`src/rtl/sd_spi_cmd.sv`:
```
// SPI-mode SD command initiator: frames one command with CRC7, collects R1, optional R3/R7 tail
// and an optional 512-byte read block streamed out one byte per rxVALID strobe.
module sd_spi_cmd #(
    parameter int CLKDIV  = 4,
    parameter int NCR_MAX = 8,
    parameter int TOK_MAX = 1024
) (
    input  logic        clk,
    input  logic        reset,
    input  logic        start,
    input  logic [5:0]  cmdIDX,
    input  logic [31:0] cmdARG,
    input  logic        rspLONG,
    input  logic        rdDATA,
    output logic        busy,
    output logic        done,
    output logic [1:0]  err,
    output logic [7:0]  r1,
    output logic [31:0] rspEXT,
    output logic [7:0]  rxDATA,
    output logic        rxVALID,
    input  logic        sdMISO,
    output logic        sdMOSI,
    output logic        sdSCLK,
    output logic        sdCS
);
    localparam int CW = $clog2((TOK_MAX > NCR_MAX ? TOK_MAX : NCR_MAX) + 1);

    typedef enum logic [3:0] {
        S_IDLE, S_CMD, S_R1, S_EXT, S_TOK, S_DATA, S_CRC, S_FIN, S_DONE
    } state_t;

    function automatic logic [6:0] crc7(input logic [39:0] d);
        logic [6:0] c;
        logic       fb;
        c = '0;
        for (int i = 39; i >= 0; i--) begin
            fb = d[i] ^ c[6];
            c  = {c[5:0], 1'b0};
            if (fb) c = c ^ 7'h09;
        end
        return c;
    endfunction

    state_t        state, state_nxt;
    logic [1:0]    err_nxt;
    logic [7:0]    div_cnt;
    logic [2:0]    bit_cnt;
    logic [47:0]   tx_sh;
    logic [6:0]    rx_sh;
    logic [CW-1:0] cnt;
    logic [8:0]    dcnt;
    logic          rsp_long, rd_data;
    logic          div_end, byte_done;
    logic [7:0]    rx_byte;

    assign div_end   = (div_cnt == 8'(CLKDIV - 1));
    assign byte_done = sdSCLK && div_end && (bit_cnt == 3'd7);
    assign rx_byte   = {rx_sh, sdMISO};
    // The frame register shifts in ones, so every byte after the command is FF for free.
    assign sdMOSI    = tx_sh[47];

    always_ff @(posedge clk or negedge reset) begin
        if (!reset) state <= S_IDLE;
        else        state <= state_nxt;
    end

    always_comb begin
        state_nxt = state;
        err_nxt   = err;
        case (state)
            S_IDLE: if (start) begin
                state_nxt = S_CMD;
                err_nxt   = 2'd0;
            end
            S_CMD: if (byte_done && cnt == CW'(5)) state_nxt = S_R1;
            S_R1: if (byte_done) begin
                if (!rx_byte[7]) begin
                    if (rsp_long)                state_nxt = S_EXT;
                    else if (!rd_data)           state_nxt = S_FIN;
                    else if (rx_byte[7:1] == '0) state_nxt = S_TOK;
                    else begin
                        state_nxt = S_FIN;
                        err_nxt   = 2'd3;
                    end
                end else if (cnt == CW'(NCR_MAX - 1)) begin
                    state_nxt = S_FIN;
                    err_nxt   = 2'd1;
                end
            end
            S_EXT: if (byte_done && cnt == CW'(3)) begin
                if (!rd_data)           state_nxt = S_FIN;
                else if (r1[7:1] == '0) state_nxt = S_TOK;
                else begin
                    state_nxt = S_FIN;
                    err_nxt   = 2'd3;
                end
            end
            S_TOK: if (byte_done) begin
                if (rx_byte == 8'hFE) state_nxt = S_DATA;
                else if (rx_byte != 8'hFF) begin
                    state_nxt = S_FIN;
                    err_nxt   = 2'd3;
                end else if (cnt == CW'(TOK_MAX - 1)) begin
                    state_nxt = S_FIN;
                    err_nxt   = 2'd2;
                end
            end
            S_DATA: if (byte_done && dcnt == 9'd511) state_nxt = S_CRC;
            S_CRC:  if (byte_done && cnt == CW'(1)) state_nxt = S_FIN;
            S_FIN:  if (byte_done) state_nxt = S_DONE;
            S_DONE: state_nxt = S_IDLE;
            default: state_nxt = S_IDLE;
        endcase
    end

    always_ff @(posedge clk or negedge reset) begin
        if (!reset) begin
            busy     <= 1'b0;
            done     <= 1'b0;
            err      <= 2'd0;
            r1       <= 8'hFF;
            rspEXT   <= '0;
            rxDATA   <= '0;
            rxVALID  <= 1'b0;
            sdSCLK   <= 1'b0;
            sdCS     <= 1'b1;
            div_cnt  <= '0;
            bit_cnt  <= '0;
            tx_sh    <= '1;
            rx_sh    <= '1;
            cnt      <= '0;
            dcnt     <= '0;
            rsp_long <= 1'b0;
            rd_data  <= 1'b0;
        end else begin
            done    <= (state == S_DONE);
            rxVALID <= 1'b0;
            err     <= err_nxt;
            // Per-state byte counter restarts on every state change.
            if (state_nxt != state) cnt <= '0;
            else if (byte_done)     cnt <= cnt + 1'b1;

            if (state == S_IDLE) begin
                div_cnt <= '0;
                bit_cnt <= '0;
                sdSCLK  <= 1'b0;
                if (start) begin
                    rsp_long <= rspLONG;
                    rd_data  <= rdDATA;
                    tx_sh    <= {2'b01, cmdIDX, cmdARG, crc7({2'b01, cmdIDX, cmdARG}), 1'b1};
                    busy     <= 1'b1;
                    sdCS     <= 1'b0;
                end
            end else if (state != S_DONE) begin
                div_cnt <= div_end ? 8'd0 : div_cnt + 8'd1;
                if (div_end) sdSCLK <= ~sdSCLK;
                // End of high phase: sample MISO and present the next MOSI bit as SCLK falls.
                if (div_end && sdSCLK) begin
                    rx_sh   <= rx_byte[6:0];
                    tx_sh   <= {tx_sh[46:0], 1'b1};
                    bit_cnt <= bit_cnt + 3'd1;
                end
            end

            if (state == S_DONE) busy <= 1'b0;
            if (state_nxt == S_FIN && state != S_FIN) sdCS <= 1'b1;

            if (byte_done) begin
                case (state)
                    S_R1:   if (!rx_byte[7]) r1 <= rx_byte;
                    S_EXT:  rspEXT <= {rspEXT[23:0], rx_byte};
                    S_DATA: begin
                        rxDATA  <= rx_byte;
                        rxVALID <= 1'b1;
                        dcnt    <= dcnt + 9'd1;
                    end
                    default: ;
                endcase
            end
        end
    end
endmodule

```
`config.mk`:
```
export PLATFORM = sky130hd
export DESIGN_NAME = sd_spi_cmd
export DESIGN_NICKNAME = d
export VERILOG_FILES = /design/src/rtl/sd_spi_cmd.sv
export SDC_FILE = /design/constraint.sdc
export NUM_CORES = 1
export LEC_CHECK = 0
export ABC_CLOCK_PERIOD_IN_PS = 2650
export CORE_UTILIZATION = 50
export DETAILED_ROUTE_END_ITERATION = 7
export PLACE_DENSITY = 0.81
export SYNTH_ARGS = -nofsm -noshare
export SYNTH_HDL_FRONTEND = slang
export SYNTH_SLANG_ARGS = --single-unit
```
`constraint.sdc`:
```
create_clock -name clk -period 2.65 [get_ports clk]
set_input_delay 0.53 -clock clk [delete_from_list [all_inputs] [get_ports clk]]
set_output_delay 0.53 -clock clk [all_outputs]
set_load 0.01 [all_outputs]
```
### Word-level counts from Yosys, hierarchy flattened

Cells that the tools add are included.

| storage, ports and cells | value |
|---|---|
| register bits after elaboration | 147 |
| word-level logic and storage cells | 336 |
| output and inout bits | 56 |
| bits of input ports | 44 |

| cells by class | value |
|---|---|
| multiplexer cells | 171 |
| equal/unequal tests | 34 |
| bitwise logic cells | 79 |
| add/sub/neg operators | 4 |
| reductions and logical operators | 30 |

Operators with widths:

| cell | count |
|---|---|
| $mux 7 | 76 |
| $mux 4 | 51 |
| $mux 48 | 4 |
| $not 2->2 | 38 |
| $xor 1x1->1 | 38 |
| $mux 2 | 18 |
| $pmux 4 s8 | 1 |
| $mux 8 | 3 |
| $eq 11x3->1 const B | 2 |
| $mux 11 | 2 |
| $eq 4x3->1 const B | 5 |
| $reduce_bool 2->1 | 8 |
| $ne 3x3->1 const B | 5 |
| $logic_not 7->1 | 2 |
| $ne 2x2->1 const B | 7 |
| $reduce_and 2->1 | 7 |
| $reduce_and 13->1 | 1 |
| $mux 3 | 4 |
| $add 11x1->11 const B | 1 |
| $eq 11x1->1 const B | 1 |
| $eq 11x10->1 const B | 1 |
| $eq 11x2->1 const B | 1 |
| $mux 1 | 11 |
| $add 9x1->9 const B | 1 |
| other kinds (19) | 30 |

### Logic depth before layout (Yosys ltp)

Gate-level depths: netlist (run 1).

| depth | value |
|---|---|
| depth after elaboration | 154 |
| mapped depth | 12 |
| depth with buffers taken out | 11 |

### Worst setup path before layout (run 1)

Ideal clock, no wire load.

| path | value |
|---|---|
| path type | input to register |
| from | input cmdIDX[0] |
| to | register tx_sh[2] |
| data arrival time | 2.491 ns |
| library setup time | 0.077 ns |
| buffers on the path | 0 |
| data required time | 2.573 ns |
| stages on the path | 8 |
| slack | 0.082 ns |
| cells stage by stage | xnor3_1 xor2_1 xnor3_1 xnor2_1 xnor2_1 xor3_2 xor2_1 a31oi_1 |

| between the ends | value |
|---|---|
| longest elaborated chain between the ends | 87 |
| elaborated cells between the ends (all ways) | 117 |
| those cells by class | 96 x mux; 21 x bitwise |

Ends and longest elaborated chain:

| element | RTL line | source |
|---|---|---|
| start: declaration | 11 | `input logic [5:0] cmdIDX,` |
| $xor 1x1->1 * | 38 | `fb = d[i] ^ c[6];` |
| $mux 4 * | 40 | `if (fb) c = c ^ 7'h09;` |
| $mux 7 * | 148 | `if (start) begin` |
| $mux 7 * | 144 | `if (state == S_IDLE) begin` |
| $mux 7 * | 148 |  |
| $mux 7 * | 144 |  |
| $mux 7 * | 148 |  |
| $mux 7 * | 144 |  |
| [71 not listed] | - |  |
| $mux 7 * | 144 |  |
| $xor 1x1->1 * | 38 |  |
| $mux 4 * | 40 |  |
| $mux 7 * | 148 |  |
| $mux 7 * | 144 |  |
| $mux 4 * | 40 |  |
| $mux 48 * | 148 |  |
| $mux 48 * | 144 |  |
| end signal: assignment | 151 | `tx_sh <= {2'b01, cmdIDX, cmdARG, crc7({2'b01, cmdIDX, cmdARG}), 1'b1};` |
| end signal: assignment | 161 | `tx_sh <= {tx_sh[46:0], 1'b1};` |
| end: declaration | 49 | `logic [47:0] tx_sh;` |

Mark *: on every way between the ends. The rest lies on a longest branch, timed or not. The select of a mux whose other input is x is not followed.
A chain may end at the register's enable or synchronous reset.

### Final worst setup path (run 1)

| path | value |
|---|---|
| from | input cmdIDX[5] |
| to | register tx_sh[2] |

| between the ends | value |
|---|---|
| longest elaborated chain between the ends | 107 |
| elaborated cells between the ends (all ways) | 142 |
| those cells by class | 111 x mux; 31 x bitwise |

Ends and longest elaborated chain:

| element | RTL line |
|---|---|
| $xor 1x1->1 * | 38 |
| $mux 4 * | 40 |
| $mux 7 * | 148 |
| $mux 7 * | 144 |
| $mux 7 * | 148 |
| $mux 7 * | 144 |
| $mux 7 * | 148 |
| $mux 7 * | 144 |
| [91 not listed] | - |
| $mux 7 * | 144 |
| $xor 1x1->1 * | 38 |
| $mux 4 * | 40 |
| $mux 7 * | 148 |
| $mux 7 * | 144 |
| $mux 4 * | 40 |
| $mux 48 * | 148 |
| $mux 48 * | 144 |

Marks and branches as above.

==> impl_metrics.yaml, run 1 <==
timing:
  drv_slew: 0
  worst_slew_pin_slew_ps: 689
  fin_worst_skew_ps: 11.5
  slew_headroom: 0.541
  layout_setup_ws_ps: 37.5
  rsz0062_at_grt: "true"
  whs_ps: 101
  setup_viol: 0
  min_period_ps: 2610
  fin_tns_setup_ps: 0
  finalHoldViolCount: 0
  post-route-period-util: 0.986
  max_freq_mhz: 383
detailed_routing:
  dr_total_vias: 5588
  firstDrtPassIters: 6
  via_per_inst: 5.45
  drt_iter0_markers: 423
  drc: 0
  drtAntennaViolNets: 0
  drt_wl_total_mm: 17.5
  wl_per_cell_um: 17.1
critical_path:
  worst-path-stages: 9
  critical_path_buf_inv_count: 2
  ff2ff_setup_slack_ps: 50
  crit_fanout: 2
  reg2reg_to: "cnt[0]$_DFFE_PN0P_"
  worst_ep_arrival_time_ps: 2960
  startpoint_type: "input pin"
  cpPeakStageDelay_ps: 490
  r2r_start: "div_cnt[5]$_DFFE_PN0P_"
  crit_top_cell: "xnor2_2"
  cp_top_family: "XOR/XNOR gates"
  ff2ff_path_depth: 9
  crit_chain: "clkdlybuf4s50_1, xnor3_1, xnor2_2, buf_4, xnor2_4, xnor2_2, xor3_2, xor2_1, a31oi_1"
  crit_required_ps: 3000
  path_class: "in -> reg"
  critPathSlowestCell: "clkdlybuf4s50_1"
  worstSetupEndpointType: "flop"
floorplan:
  num_rows: 44
  coreArea_um2: 14500
  dieArea_um2: 15400
  start_util: 0.513
  die_x_um: 124
  fp.dieH_um: 124
  io_pins: 100
synthesis:
  synth-main-ff-cell: "dfrtp_1"
  synth-seq-cells: 146
  synth_area_um2: 7460
  async_reset_ff_frac: 1.00
  yosysWarnings: 0
  syn_area_per_cell_um2: 11.2
  synth_edf_count: 0
  synthCells: 667
  syn_nets: 718
  seq_area_frac_synth: 0.501
  yosysUniqueCellTypes: 59
power:
  ir_worst_vdd_uv: 463
  p_sw_frac: 0.276
  pwr-share-clk: 0.384
  switchingPower_mw: 1.69
  power_frac_seq: 0.368
  combPwrFrac: 0.248
  powerDensity_nw_per_um2: 616
  power_leakage_nw: 4.29
  p_int_mw: 4.45
clock_tree:
  cts_root_buf: "clkbuf_16"
  clk_latency_ps: 430
  clockBufferDepth: 2
  htreeDepth: 4
  cts_tree: "built"
  clock_sinks: 146
  clk_pin_slew_ps: 70
  numCtsBuffers: 17
grt:
  grt_use_total: 0.242
  grt_antenna_before_repair: 0
  grt_pass1_wl_mm: 28.1
  grt_max_degree: 75
  overflow: 0
  grt_pass1_vias: 5743
run:
  maxCapViolations: 0
cells_and_area:
  fin_nets: 879
  final_cell_mix: "103 x nand2_1, 90 x clkdlybuf4s50_1, 81 x dfrtp_1, 68 x buf_4, 63 x dfstp_2"
  mostFrequentLayoutCell: "nand2_1"
  synthToLayoutAreaGrowth_pct: 33.6
  drive_above_1_share: 0.325
  n_antenna_cell: 0
  final_cells: 1025
placement:
  portBuffers: 99
  dpl_worst_slack_ps: -578
  dp.cells: 984
  routabilityCongestion: 0.890
  hpwl_mm: 12.4
hold_path:
  hold_class: "in -> async"
status:
  status: "completed"
logic make-up after synthesis:
group,after synthesis,synth area share
buf+inv,37,0.0206
fa+ha+maj,7,0.0117
mux,90,0.130
compound gates,91,0.0747
simple gates,206,0.143
flops,146,0.501
xor+xnor,90,0.120
metal layers:
layer,GRT usage,share of wire
met5,0,0
met4,0.102,0.024
met3,0.0444,0.032
met2,0.442,0.54
met1,0.275,0.40
worst max-delay path by stage:
stage                      startpoint                   end  slack [ps]
4_1_cts                     cmdIDX[1]  tx_sh[6]$_DFFE_PN1P_           1
3_3_place_gp               cmdARG[30]  tx_sh[7]$_DFFE_PN1P_        -380
6_report                    cmdIDX[5]  tx_sh[2]$_DFFE_PN1P_          40
2_1_floorplan               cmdIDX[0]  tx_sh[2]$_DFFE_PN1P_          80
5_1_grt        div_cnt[5]$_DFFE_PN0P_    cnt[5]$_DFFE_PN0P_         -80
3_5_place_dp               cmdARG[30]  tx_sh[4]$_DFFE_PN1P_        -580
state kept, by name, summed over array words and instances, names as in the netlist:
register / count
tx_sh: 47
rspEXT: 32
cnt: 11
dcnt: 9
div_cnt: 8
r1: 8
rxDATA: 8
rx_sh: 7
state: 4
bit_cnt: 3
err: 2
busy: 1
done: 1
rd_data: 1
rsp_long: 1
rxVALID: 1
sdCS: 1
sdSCLK: 1
synth_stat cells, types with 3 or more instances:
master	number	share of area
dfrtp_1	83	0.28
a22oi_1	3	0.0030
and2_1	4	0.0034
buf_2	3	0.0020
nand2_1	103	0.052
a21oi_1	7	0.0047
nor2_1	22	0.011
ha_1	7	0.012
nor3_1	9	0.0060
nand2b_1	7	0.0059
nor4_1	6	0.0050
and3_1	8	0.0067
xnor2_1	55	0.065
a22o_1	3	0.0035
mux2_2	52	0.079
o21ai_0	58	0.039
nand3b_1	3	0.0030
dfstp_2	63	0.22
nand4_1	7	0.0059
nor3_2	12	0.016
xor2_1	26	0.031
nand3_1	11	0.0074
mux2i_1	38	0.051
buf_1	4	0.0020
xnor3_1	4	0.012
inv_1	8	0.0040
clkbuf_1	20	0.010
through the flow:
stage	power [mW]	instance area, µm²	util
6_report	6.14	9960	0.685
5_1_grt	6.37	9960	0.685
4_1_cts	6.12	9790	0.674
3_5_place_dp	3.56	9070	0.624
3_3_place_gp	3.48	9070	0.624
2_1_floorplan	3.07	7460	-
worst register-to-register path: cells and delay by family, from the launching register on:
kind	cells	cell delay, ps
AOI/OAI and AO/OA	3	740
DFF	1	380
buffers and inverters	1	250
and+or+nand+nor	5	1110
repair_timing:
action                     4_1_cts  5_1_grt
gates cloned                     0        1
pin swaps                       13       25
setup buffers                    4        4
gates resized for setup         22       30
hold buffers                     0        0
setup endpoints to repair        6       19
cell type report:
class	instances	area, µm²
fillers	1039	4570
multi-input cells	484	3820
flip-flops and latches	146	3730
repair buffers	171	1570
clock buffers	19	443
well taps	184	230
clock inverters	13	140
inverters	8	30.0
power groups by stage:
| stage | Sequential, mW | Combinational [mW] | Clock, mW |
|---|---|---|---|
| floorplan | 2.29 | 0.774 | 0 |
| global placement | 2.30 | 1.18 | 0 |
| detailed placement | 2.30 | 1.26 | 0 |
| CTS | 2.26 | 1.45 | 2.41 |
| global route | 2.26 | 1.61 | 2.50 |
| finish | 2.26 | 1.52 | 2.36 |
Power figures use the tool's default switching activity.
==> inputs of run 2 (changes only) <==
--- a/config.mk
+++ b/config.mk
@@ -6,6 +6,7 @@
 export NUM_CORES = 1
 export LEC_CHECK = 0
 export ABC_CLOCK_PERIOD_IN_PS = 2650
+export CAP_MARGIN = 20
 export CORE_UTILIZATION = 50
 export DETAILED_ROUTE_END_ITERATION = 7
 export PLACE_DENSITY = 0.81
==> results of run 2 <==
The final DEF is identical to that of run 1; final timing and power are the same.
